==> src/rtl/imm_pkg.sv <==
`default_nettype none
// ============================================================================
//  Module      : imm_pkg
//  Description : Shared definitions for the LEGv8 immediate generator:
//                ImmType encodings, opcode match constants, immediate field
//                positions and a sign-extension helper.
//  Revision    : 1.0 - initial release
// ============================================================================
package imm_pkg;

    typedef logic [2:0] immTypeT;

    // ImmType encodings
    localparam immTypeT c_immNone  = 3'd0;
    localparam immTypeT c_immB     = 3'd1;
    localparam immTypeT c_immCb    = 3'd2;
    localparam immTypeT c_immD     = 3'd3;
    localparam immTypeT c_immI     = 3'd4;
    localparam immTypeT c_immIw    = 3'd5;
    localparam immTypeT c_immFault = 3'd6;

    // B format, opcode in [31:26]
    localparam logic [5:0]  c_opB     = 6'b000101;
    localparam logic [5:0]  c_opBl    = 6'b100101;
    // CB format, opcode in [31:24]
    localparam logic [7:0]  c_opCbz   = 8'b10110100;
    localparam logic [7:0]  c_opCbnz  = 8'b10110101;
    localparam logic [7:0]  c_opBcond = 8'b01010100;
    // D format, opcode in [31:21]
    localparam logic [10:0] c_opLdur  = 11'b11111000010;
    localparam logic [10:0] c_opStur  = 11'b11111000000;
    // I format, opcode in [31:22]
    localparam logic [9:0]  c_opAddi  = 10'b1001000100;
    localparam logic [9:0]  c_opSubi  = 10'b1101000100;
    localparam logic [9:0]  c_opAndi  = 10'b1001001000;
    localparam logic [9:0]  c_opOrri  = 10'b1011001000;
    // IW format, opcode in [31:23]
    localparam logic [8:0]  c_opMovz  = 9'b110100101;
    localparam logic [8:0]  c_opMovk  = 9'b111100101;

    // Immediate field positions (lsb, width)
    localparam int c_bImmLsb  = 0;
    localparam int c_bImmW    = 26;
    localparam int c_cbImmLsb = 5;
    localparam int c_cbImmW   = 19;
    localparam int c_dImmLsb  = 12;
    localparam int c_dImmW    = 9;
    localparam int c_iImmLsb  = 10;
    localparam int c_iImmW    = 12;
    localparam int c_iwImmLsb = 5;
    localparam int c_iwImmW   = 16;
    localparam int c_iwHwLsb  = 21;
    localparam int c_iwHwW    = 2;

    // Sign-extend the low 'width' bits of val to 64 bits. Called with
    // constant widths only, so it reduces to wiring.
    function automatic logic [63:0] sext64(input logic [63:0] val, input int width);
        sext64 = 64'($signed(val << (64 - width)) >>> (64 - width));
    endfunction

endpackage
`default_nettype wire

==> src/rtl/imm_format_decode.sv <==
`default_nettype none
// ============================================================================
//  Module      : imm_format_decode
//  Description : Purely combinational LEGv8 immediate decoder. Classifies the
//                instruction format (first match wins: B, CB, D, I, IW) and
//                produces the extended, optionally shifted immediate.
//  Ports       : Instr32 (in, 32)     instruction word
//                ImmType (out, 3)     format code (NONE..FAULT)
//                BusImm  (out, DATA_W) extended immediate
//  Revision    : 1.0 - initial release
// ============================================================================
module imm_format_decode
    import imm_pkg::*;
#(
    parameter int DATA_W       = 64,
    parameter int SHIFT_BRANCH = 0
) (
    input  logic [31:0]       Instr32,
    output logic [2:0]        ImmType,
    output logic [DATA_W-1:0] BusImm
);

    logic [5:0]  w_op6;
    logic [7:0]  w_op8;
    logic [8:0]  w_op9;
    logic [9:0]  w_op10;
    logic [10:0] w_op11;
    logic [1:0]  w_hw;
    immTypeT     w_type;
    logic [63:0] w_imm64;

    assign w_op6  = Instr32[31:26];
    assign w_op8  = Instr32[31:24];
    assign w_op9  = Instr32[31:23];
    assign w_op10 = Instr32[31:22];
    assign w_op11 = Instr32[31:21];
    assign w_hw   = Instr32[c_iwHwLsb +: c_iwHwW];

    // Everything is built at 64 bits and truncated at the port; keeping the
    // low DATA_W bits of a 64-bit sign-extend-then-shift is identical to
    // extending to DATA_W and shifting there.
    always_comb begin
        w_type  = c_immNone;
        w_imm64 = '0;
        if (w_op6 == c_opB || w_op6 == c_opBl) begin
            w_type  = c_immB;
            w_imm64 = sext64(64'(Instr32[c_bImmLsb +: c_bImmW]), c_bImmW);
            if (SHIFT_BRANCH != 0) begin
                w_imm64 = w_imm64 << 2;
            end
        end else if (w_op8 == c_opCbz || w_op8 == c_opCbnz || w_op8 == c_opBcond) begin
            w_type  = c_immCb;
            w_imm64 = sext64(64'(Instr32[c_cbImmLsb +: c_cbImmW]), c_cbImmW);
            if (SHIFT_BRANCH != 0) begin
                w_imm64 = w_imm64 << 2;
            end
        end else if (w_op11 == c_opLdur || w_op11 == c_opStur) begin
            w_type  = c_immD;
            w_imm64 = sext64(64'(Instr32[c_dImmLsb +: c_dImmW]), c_dImmW);
        end else if (w_op10 == c_opAddi || w_op10 == c_opSubi ||
                     w_op10 == c_opAndi || w_op10 == c_opOrri) begin
            w_type  = c_immI;
            w_imm64 = 64'(Instr32[c_iImmLsb +: c_iImmW]);
        end else if (w_op9 == c_opMovz || w_op9 == c_opMovk) begin
            // hw=2/3 would place the field entirely above a 32-bit bus.
            if (DATA_W == 32 && w_hw[1]) begin
                w_type  = c_immFault;
                w_imm64 = '0;
            end else begin
                w_type  = c_immIw;
                w_imm64 = 64'(Instr32[c_iwImmLsb +: c_iwImmW]) << {w_hw, 4'b0000};
            end
        end
    end

    assign ImmType = w_type;
    assign BusImm  = w_imm64[DATA_W-1:0];

endmodule
`default_nettype wire

==> src/rtl/imm_gen_stage.sv <==
`default_nettype none
// ============================================================================
//  Module      : imm_gen_stage
//  Description : Decode-stage immediate generator with a two-entry skid
//                buffer (main + skid) on a valid/ready handshake. One cycle
//                latency, one result per cycle, flush and reset empty both
//                entries in a single edge.
//  Ports       : CLK       (in)          clock
//                Reset_L   (in)          synchronous active-low reset
//                Flush     (in)          drop buffered and same-cycle input
//                InValid   (in)          Instr32 valid
//                InReady   (out)         can accept (skid entry empty)
//                Instr32   (in, 32)      instruction word
//                OutValid  (out)         BusImm/ImmType valid
//                OutReady  (in)          downstream accepts
//                BusImm    (out, DATA_W) extended immediate
//                ImmType   (out, 3)      format code
//  Revision    : 1.0 - initial release
// ============================================================================
module imm_gen_stage
    import imm_pkg::*;
#(
    parameter int DATA_W       = 64,
    parameter int SHIFT_BRANCH = 0
) (
    input  logic              CLK,
    input  logic              Reset_L,
    input  logic              Flush,
    input  logic              InValid,
    output logic              InReady,
    input  logic [31:0]       Instr32,
    output logic              OutValid,
    input  logic              OutReady,
    output logic [DATA_W-1:0] BusImm,
    output logic [2:0]        ImmType
);

    localparam logic [1:0] c_stEmpty = 2'd0;
    localparam logic [1:0] c_stOne   = 2'd1;
    localparam logic [1:0] c_stFull  = 2'd2;

    logic [1:0]        r_state;
    logic [DATA_W-1:0] r_mainImm;
    immTypeT           r_mainType;
    logic [DATA_W-1:0] r_skidImm;
    immTypeT           r_skidType;

    logic [DATA_W-1:0] w_decImm;
    immTypeT           w_decType;
    logic              w_accept;
    logic              w_emit;

    imm_format_decode #(
        .DATA_W       (DATA_W),
        .SHIFT_BRANCH (SHIFT_BRANCH)
    ) u_decode (
        .Instr32 (Instr32),
        .ImmType (w_decType),
        .BusImm  (w_decImm)
    );

    // InReady comes straight from the state register, so OutReady has no
    // combinational path to it. Gating with Reset_L keeps it low for the
    // whole reset cycle, even when reset arrives mid-stream.
    assign InReady  = Reset_L && (r_state != c_stFull);
    assign OutValid = (r_state != c_stEmpty);
    assign BusImm   = r_mainImm;
    assign ImmType  = r_mainType;

    assign w_accept = InValid && InReady && !Flush;
    assign w_emit   = OutValid && OutReady;

    always_ff @(posedge CLK) begin
        if (!Reset_L) begin
            r_state    <= c_stEmpty;
            r_mainImm  <= '0;
            r_mainType <= c_immNone;
            r_skidImm  <= '0;
            r_skidType <= c_immNone;
        end else if (Flush) begin
            r_state    <= c_stEmpty;
            r_mainImm  <= '0;
            r_mainType <= c_immNone;
        end else begin
            case (r_state)
                c_stEmpty: begin
                    if (w_accept) begin
                        r_mainImm  <= w_decImm;
                        r_mainType <= w_decType;
                        r_state    <= c_stOne;
                    end
                end
                c_stOne: begin
                    if (w_accept && w_emit) begin
                        r_mainImm  <= w_decImm;
                        r_mainType <= w_decType;
                    end else if (w_accept) begin
                        // Downstream stalled: park the newcomer behind main.
                        r_skidImm  <= w_decImm;
                        r_skidType <= w_decType;
                        r_state    <= c_stFull;
                    end else if (w_emit) begin
                        r_state    <= c_stEmpty;
                    end
                end
                c_stFull: begin
                    // No accept possible here: InReady is low.
                    if (w_emit) begin
                        r_mainImm  <= r_skidImm;
                        r_mainType <= r_skidType;
                        r_state    <= c_stOne;
                    end
                end
                default: begin
                    r_state <= c_stEmpty;
                end
            endcase
        end
    end

endmodule
`default_nettype wire

==> config.mk <==
export PLATFORM = sky130hd
export DESIGN_NAME = imm_gen_stage
export DESIGN_NICKNAME = d
export VERILOG_FILES = /design/src/rtl/imm_pkg.sv /design/src/rtl/imm_format_decode.sv /design/src/rtl/imm_gen_stage.sv
export SDC_FILE = /design/constraint.sdc
export NUM_CORES = 1
export LEC_CHECK = 0
export CAP_MARGIN = 5
export CORE_MARGIN = 3
export CORE_UTILIZATION = 49
export DETAILED_ROUTE_END_ITERATION = 16
export MAX_ROUTING_LAYER = met4
export PLACE_DENSITY_LB_ADDON = 0.12
export SETUP_SLACK_MARGIN = 0.3
export SLEW_MARGIN = 25
export SYNTH_ARGS = -nofsm -noshare
export SYNTH_HDL_FRONTEND = slang
export SYNTH_SLANG_ARGS = --single-unit
==> constraint.sdc <==
create_clock -name CLK -period 1.59 [get_ports CLK]
set_input_delay 0.159 -clock CLK [delete_from_list [all_inputs] [get_ports CLK]]
set_output_delay 0.159 -clock CLK [all_outputs]
set_load 0.01 [all_outputs]
# Word-level counts from Yosys, hierarchy flattened
# Cells that the tools add are included.
dict set report op_classes {
  n_eq_ne 21
  shifts 1
  muxes 24
  bitwise_logic 3
  n_reduce_logical 21
}
# cell count
set ops {}
lappend ops {{64-bit two-way mux} 8}
lappend ops {{64-bit one-hot mux with 3 select lines} 1}
lappend ops {{16-bit by 6-bit << shifter with 64-bit output} 1}
lappend ops {{10-bit equality test, second input constant} 4}
lappend ops {{3-bit two-way mux} 8}
lappend ops {{11-bit equality test, second input constant} 2}
lappend ops {{9-bit equality test, second input constant} 2}
lappend ops {{8-bit equality test, second input constant} 2}
lappend ops {{4-bit AND reduction} 3}
lappend ops {{2-bit two-way mux} 5}
lappend ops {{2-bit inequality test, second input constant} 5}
lappend ops {{3-bit one-hot mux with 3 select lines} 1}
lappend ops {{8-bit by 7-bit equality test with 1-bit output, second input constant} 1}
lappend ops {{1-bit logical OR} 8}
lappend ops {{6-bit by 3-bit equality test with 1-bit output, second input constant} 1}
lappend ops {{6-bit equality test, second input constant} 1}
lappend ops {{2-bit one-hot mux with 3 select lines} 1}
lappend ops {{1-bit logical AND} 5}
lappend ops {{3-bit inequality test, second input constant} 1}
lappend ops {{1-bit NOT} 3}
lappend ops {{3-bit nonzero test} 1}
lappend ops {{2-bit by 1-bit equality test with 1-bit output, second input constant} 1}
lappend ops {{2-bit equality test, second input constant} 1}
lappend ops {{2-bit zero test} 1}
lappend ops {{other kinds (3)} 3}
dict set report totals {
  reg_bits 136
  in_bits 37
}

# Longest topological paths before layout
dict set report logic_depth {
  word_depth 10
  ltp_mapped 9
  ltp_nobuf 5
}

# Hierarchy
# A second synthesis with hierarchy kept.
dict set report unflattened {
  cells_unflattened 815
  hier_area_um2 7480.9
}
# mod instances cells_each area_each_um2 seq_area_each_um2
set by_module_without_submodules {}
lappend by_module_without_submodules {imm_gen_stage 1 647 6378.6 2722.6}
lappend by_module_without_submodules {imm_format_decode 1 168 1102.3 0.0}

# Worst setup path after synthesis
# No wires, ideal clock.
dict set report synth_path {
  path_type {input-to-reg}
  from {in Instr32[21]}
  to {reg r_mainType[1] (netlist: ImmType[1])}
  t_arrival_ps 1607
  t_required_ps 1520
  path_slack_ps -87
  stages 7
  cell_sequence {buf_6 -> or4b_4 -> nor3_4 -> buf_6 -> nor2_2 -> a211o_1 -> a21oi_1}
}
dict set report synth_between {
  elab_chain_cells 7
  elab_cells_between_ends 9
  classes_between {eq/ne: 2; mux: 6; reduce/logical: 1}
}
# element line_no
set synth_lines {}
lappend synth_lines {{start, declared} imm_gen_stage.sv:31} ;# input logic [31:0] Instr32,
lappend synth_lines {{11-bit equality test} imm_format_decode.sv:57} ;# end else if (w_op11 == c_opLdur || w_op11 == c_opStur) begin
lappend synth_lines {{1-bit logical OR *} imm_format_decode.sv:57}
lappend synth_lines {{3-bit two-way mux *} imm_format_decode.sv:57}
lappend synth_lines {{3-bit two-way mux *} imm_format_decode.sv:51} ;# end else if (w_op8 == c_opCbz || w_op8 == c_opCbnz || w_op8 == c_opBcond) begin
lappend synth_lines {{3-bit two-way mux *} imm_format_decode.sv:45} ;# if (w_op6 == c_opB || w_op6 == c_opBl) begin
lappend synth_lines {{3-bit two-way mux (on tied branches)} {imm_gen_stage.sv:94, imm_gen_stage.sv:87}}
lappend synth_lines {{3-bit one-hot mux with 3 select lines *} imm_gen_stage.sv:85} ;# case (r_state)
lappend synth_lines {{end signal, assigned} imm_gen_stage.sv:83} ;# r_mainType <= c_immNone;
lappend synth_lines {{end signal, assigned} imm_gen_stage.sv:89} ;# r_mainType <= w_decType;
lappend synth_lines {{end signal, assigned} imm_gen_stage.sv:96} ;# r_mainType <= w_decType;
lappend synth_lines {{end, declared} imm_gen_stage.sv:44} ;# immTypeT r_mainType;
# Every way passes the cells marked *; elsewhere a longest branch is shown, timed or not. The select of a mux whose other input is x is not followed.
# A chain may end at the register's enable or synchronous reset.

# Final worst setup path
dict set report layout_path {
  from {reg r_state[1]}
  to {reg r_mainImm[56] (netlist: BusImm[56])}
}
dict set report layout_between {
  elab_chain_cells 7
  elab_cells_between_ends 16
  classes_between {eq/ne: 6; mux: 1; reduce/logical: 9}
}
# element line_no
set layout_lines {}
lappend layout_lines {{start, declared} imm_gen_stage.sv:42} ;# logic [1:0] r_state;
lappend layout_lines {{start signal, assigned} imm_gen_stage.sv:75} ;# r_state <= c_stEmpty;
lappend layout_lines {{start signal, assigned} imm_gen_stage.sv:81} ;# r_state <= c_stEmpty;
lappend layout_lines {{start signal, assigned} imm_gen_stage.sv:90} ;# r_state <= c_stOne;
lappend layout_lines {{2-bit inequality test} imm_gen_stage.sv:65} ;# assign InReady = Reset_L && (r_state != c_stFull);
lappend layout_lines {{1-bit logical AND} imm_gen_stage.sv:65}
lappend layout_lines {{1-bit logical AND (2 in a row)} imm_gen_stage.sv:70} ;# assign w_accept = InValid && InReady && !Flush;
lappend layout_lines {{1-bit logical AND} imm_gen_stage.sv:94} ;# if (w_accept && w_emit) begin
lappend layout_lines {{2-bit inequality test (no source line)} --}
lappend layout_lines {{4-bit AND reduction (no source line)} --}
lappend layout_lines {{end signal, assigned} imm_gen_stage.sv:88} ;# r_mainImm <= w_decImm;
lappend layout_lines {{end signal, assigned} imm_gen_stage.sv:95} ;# r_mainImm <= w_decImm;
lappend layout_lines {{end signal, assigned} imm_gen_stage.sv:109} ;# r_mainImm <= r_skidImm;
lappend layout_lines {{end, declared} imm_gen_stage.sv:43} ;# logic [DATA_W-1:0] r_mainImm;
# Several ways; a longest one is shown, not always the timed one.

==> impl_metrics.ini <==
[grt]
grt_max_degree = 47
grt_pass1_vias = 7479
grt_usage_pct = 37.3
grt_pass1_wl_um = 41600
grt_overflow = 0
antenna_found_initial = 1

[critical_path]
crit_family = simple AND/OR/NAND/NOR gates
cp_num_cells = 7
required_ns = 1.91
r2r_start = r_state[1]
crit_path_cell_trace = nand4bb_1 -> a21oi_2 -> a31o_4 -> and3_4 -> buf_12 -> buf_12 -> a21oi_2
slowest_stage = dfxtp_4
start_kind = flop
endpoint_kind = flop
startpoint = r_state[1]
crit_type = reg -> reg
arrival_ns = 2.05
critPathMaxFanout = 7
timing.rr.end = BusImm[56]
worstRegToRegCells = 7
regToRegSetupSlack_ns = -0.14
crit_path_end = BusImm[56]
slowest_delay_ns = 0.36
path_buf_inv = 2

[sta]
finalCriticalPeriod_ns = 1.73
worst_pin_slew_ns = 0.504
rsz0062_at_grt = true
hold_violations = 0
setup_viol = 85
fin_crit_sh_pct = 109
max-slew-margin-rel_pct = 66.3
slew_viol_final = 0
fmax_ghz = 0.577
fin_ws_ns = -0.142
skew_ns = 0.0151

[final_layout]
nets = 1023
final_area_um2 = 10600
area_growth_pct = 60.8
fillerInstances = 813
drive_above_1_share_pct = 36.7
multi_input_area_um2 = 4160
seq_area_um2 = 2730

[synthesis]
synth_top_family_by_area = compound AO/OA/AOI/OAI gates
synthFlopType = dfxtp_1
synth_top_area_share_pct = 41.2
synthMuxAreaShare_pct = 0.322
yosys_register_bits = 136
synthXorXnorAreaFrac_pct = 0
synth_fa_ha_area_share_pct = 0
synthArstFlopShare_pct = 0
synth_compound_area_share_pct = 31.3
seq_area_frac_synth_pct = 41.2
synth_top_cell_by_area = dfxtp_1
synth_area_leaders = dfxtp_1 41%, a21oi_1 7.9%, or4bb_1 6.0%
synth_edf_count = 0
synthSimpleGateAreaFrac_pct = 21.0
netlist_area_um2 = 6610
ys_types = 63
yosysWarnings = 0
netlist_instances = 771
avgSynthCellArea_um2 = 8.58
syn-num-nets = 808

[placement]
postPlaceCellArea_um2 = 8750
hpwlAfterDp_um = 17100
port_buffers = 105
globalplace.congestion = 0.973

[power_and_ir_drop]
p_total_uw = 8890
total_leakage_power_uw = 0.00434
ir_worst_vdd_mv = 0.693
power_density_nw_per_um2 = 836

[floorplanning]
die_x_um = 122
rows = 41
die_area_um2 = 14900
die_y_um = 122
ios = 106
core_um2 = 12900
start_util_pct = 51.1

[clock_network]
ctsHoldBuffers = 0
cts_buffer_depth = 2
root_buffer = clkbuf_16
clk_pin_slew_ns = 0.06
cts_sinks = 136
numCtsBuffers = 17
h-tree-depth = 4
cts_tree = done
insertion_delay_ns = 0.44

[route]
vias_per_cell = 6.84
drtPass1Iterations = 8
drc_errors = 0
num_vias = 8014
drt_iter0_drc = 940
wl_um = 30700
wl_per_cell_um = 26.2
antenna_left = 0

[hold_path]
hp-class = in -> reg

[status]
violations = negative setup slack
outcome = finished, violations left

[run]
maxCapViolations = 0
## worst min-delay path: cells and delay by family
family	cells	cell delay [ns]
buffers and inverters	2	0.34
AOI/OAI and AO/OA	2	0.20
## cell type report
class / instances / share of cell area, %
flip-flops and latches: 136 / 25.7
clock inverters: 13 / 1.55
diodes: 1 / 0.0235
well taps: 172 / 2.02
clock buffers: 19 / 4.26
repair buffers: 279 / 27.0
multi-input cells: 542 / 39.2
inverters: 10 / 0.353
## per-layer routing
layer  wire length (um)  GRT usage [%]  vias up  part of all wire, %
met1              11500           45.6     3834                   37
met4               2030           20.2        0                  6.6
met5                  0              -        -                    0
li1                   -              -     3379                    -
met3               3410           9.24      184                   11
met2              13800           56.7      617                   45
## worst min-delay path by stage
| stage | start | to | cells past startpoint |
|---|---|---|---|
| 3_3_place_gp | ImmType[1] | ImmType[1] | 2 |
| 2_1_floorplan | Instr32[17] | r_skidImm[44] | 2 |
| 3_5_place_dp | r_skidImm[16] | r_skidImm[16] | 2 |
| 6_report | Instr32[22] | r_skidImm[22] | 4 |
| 4_1_cts | Instr32[23] | r_skidImm[23] | 4 |
| 5_1_grt | Instr32[22] | r_skidImm[22] | 4 |
## Yosys cell counts (6+ instances only)
| cell | instances |
|---|---|
| nand2_1 | 68 |
| a31oi_1 | 13 |
| inv_1 | 9 |
| nand3_1 | 17 |
| a22oi_1 | 10 |
| buf_2 | 22 |
| a221o_1 | 11 |
| dfxtp_1 | 136 |
| o21ai_1 | 8 |
| nor2_1 | 22 |
| nand2b_1 | 16 |
| clkbuf_1 | 55 |
| a22o_1 | 7 |
| o221ai_1 | 12 |
| a32o_1 | 13 |
| or4bb_1 | 35 |
| and3_1 | 19 |
| o21ai_0 | 74 |
| a21oi_1 | 105 |
| o211ai_1 | 33 |
| a211oi_1 | 11 |
| nor2b_1 | 6 |
## layout by cell type, fill, tap and decap left out, types with 26 or more instances in the layout
cell and count:
o21ai_0 40, buf_4 112, buf_6 26, dlygate4sd2_1 67, or4bb_1 35, o21ai_1 27
a21oi_2 48, a21oi_1 54, nand2_1 58, dfxtp_1 134, o211ai_1 33
## registers in the layout, indices dropped and copies added (netlist names)
register / cells
BusImm: 64
ImmType: 3
r_skidImm: 64
r_skidType: 3
r_state: 2
## report_power, final
group,leakage (uW),total [uW],switching [uW],internal (uW)
combinational,0.00294,1130,610,517
clock,0.000305,4270,1700,2570
sequential,0.00110,3500,41.4,3460
total,0.00434,8890,2350,6540
## logic make-up (layout without fill, tap and decap cells)
| group | Yosys count | after routing |
|---|---|---|
| other cells | 0 | 1 |
| compound gates | 322 | 322 |
| mux | 2 | 2 |
| flops | 136 | 136 |
| simple gates | 218 | 218 |
| buf+inv | 93 | 321 |
## timing repair
action / CTS / global route
pin swaps: 31 / 23
setup buffers: 18 / 7
cloned: 11 / 10
resized for setup: 170 / 135
endpoints found under the setup margin: 204 / 137
## metrics by stage
| step | util, % | instances | hold slack (ns) | setup TNS, ns | worst slack [ns] |
|---|---|---|---|---|---|
| floorplan | - | 771 | 0.307 | -0.0527 | -0.0282 |
| global placement | 67.7 | 1093 | 0.442 | -76.55 | -0.698 |
| detailed placement | 67.7 | 1093 | 0.447 | -81.25 | -0.763 |
| CTS | 76.5 | 1154 | 0.270 | 0 | 0.00603 |
| global route | 82.2 | 1172 | 0.328 | -8.95 | -0.175 |
| finish | 82.2 | 1172 | 0.313 | -4.87 | -0.142 |
Power figures use the tool's default switching activity.
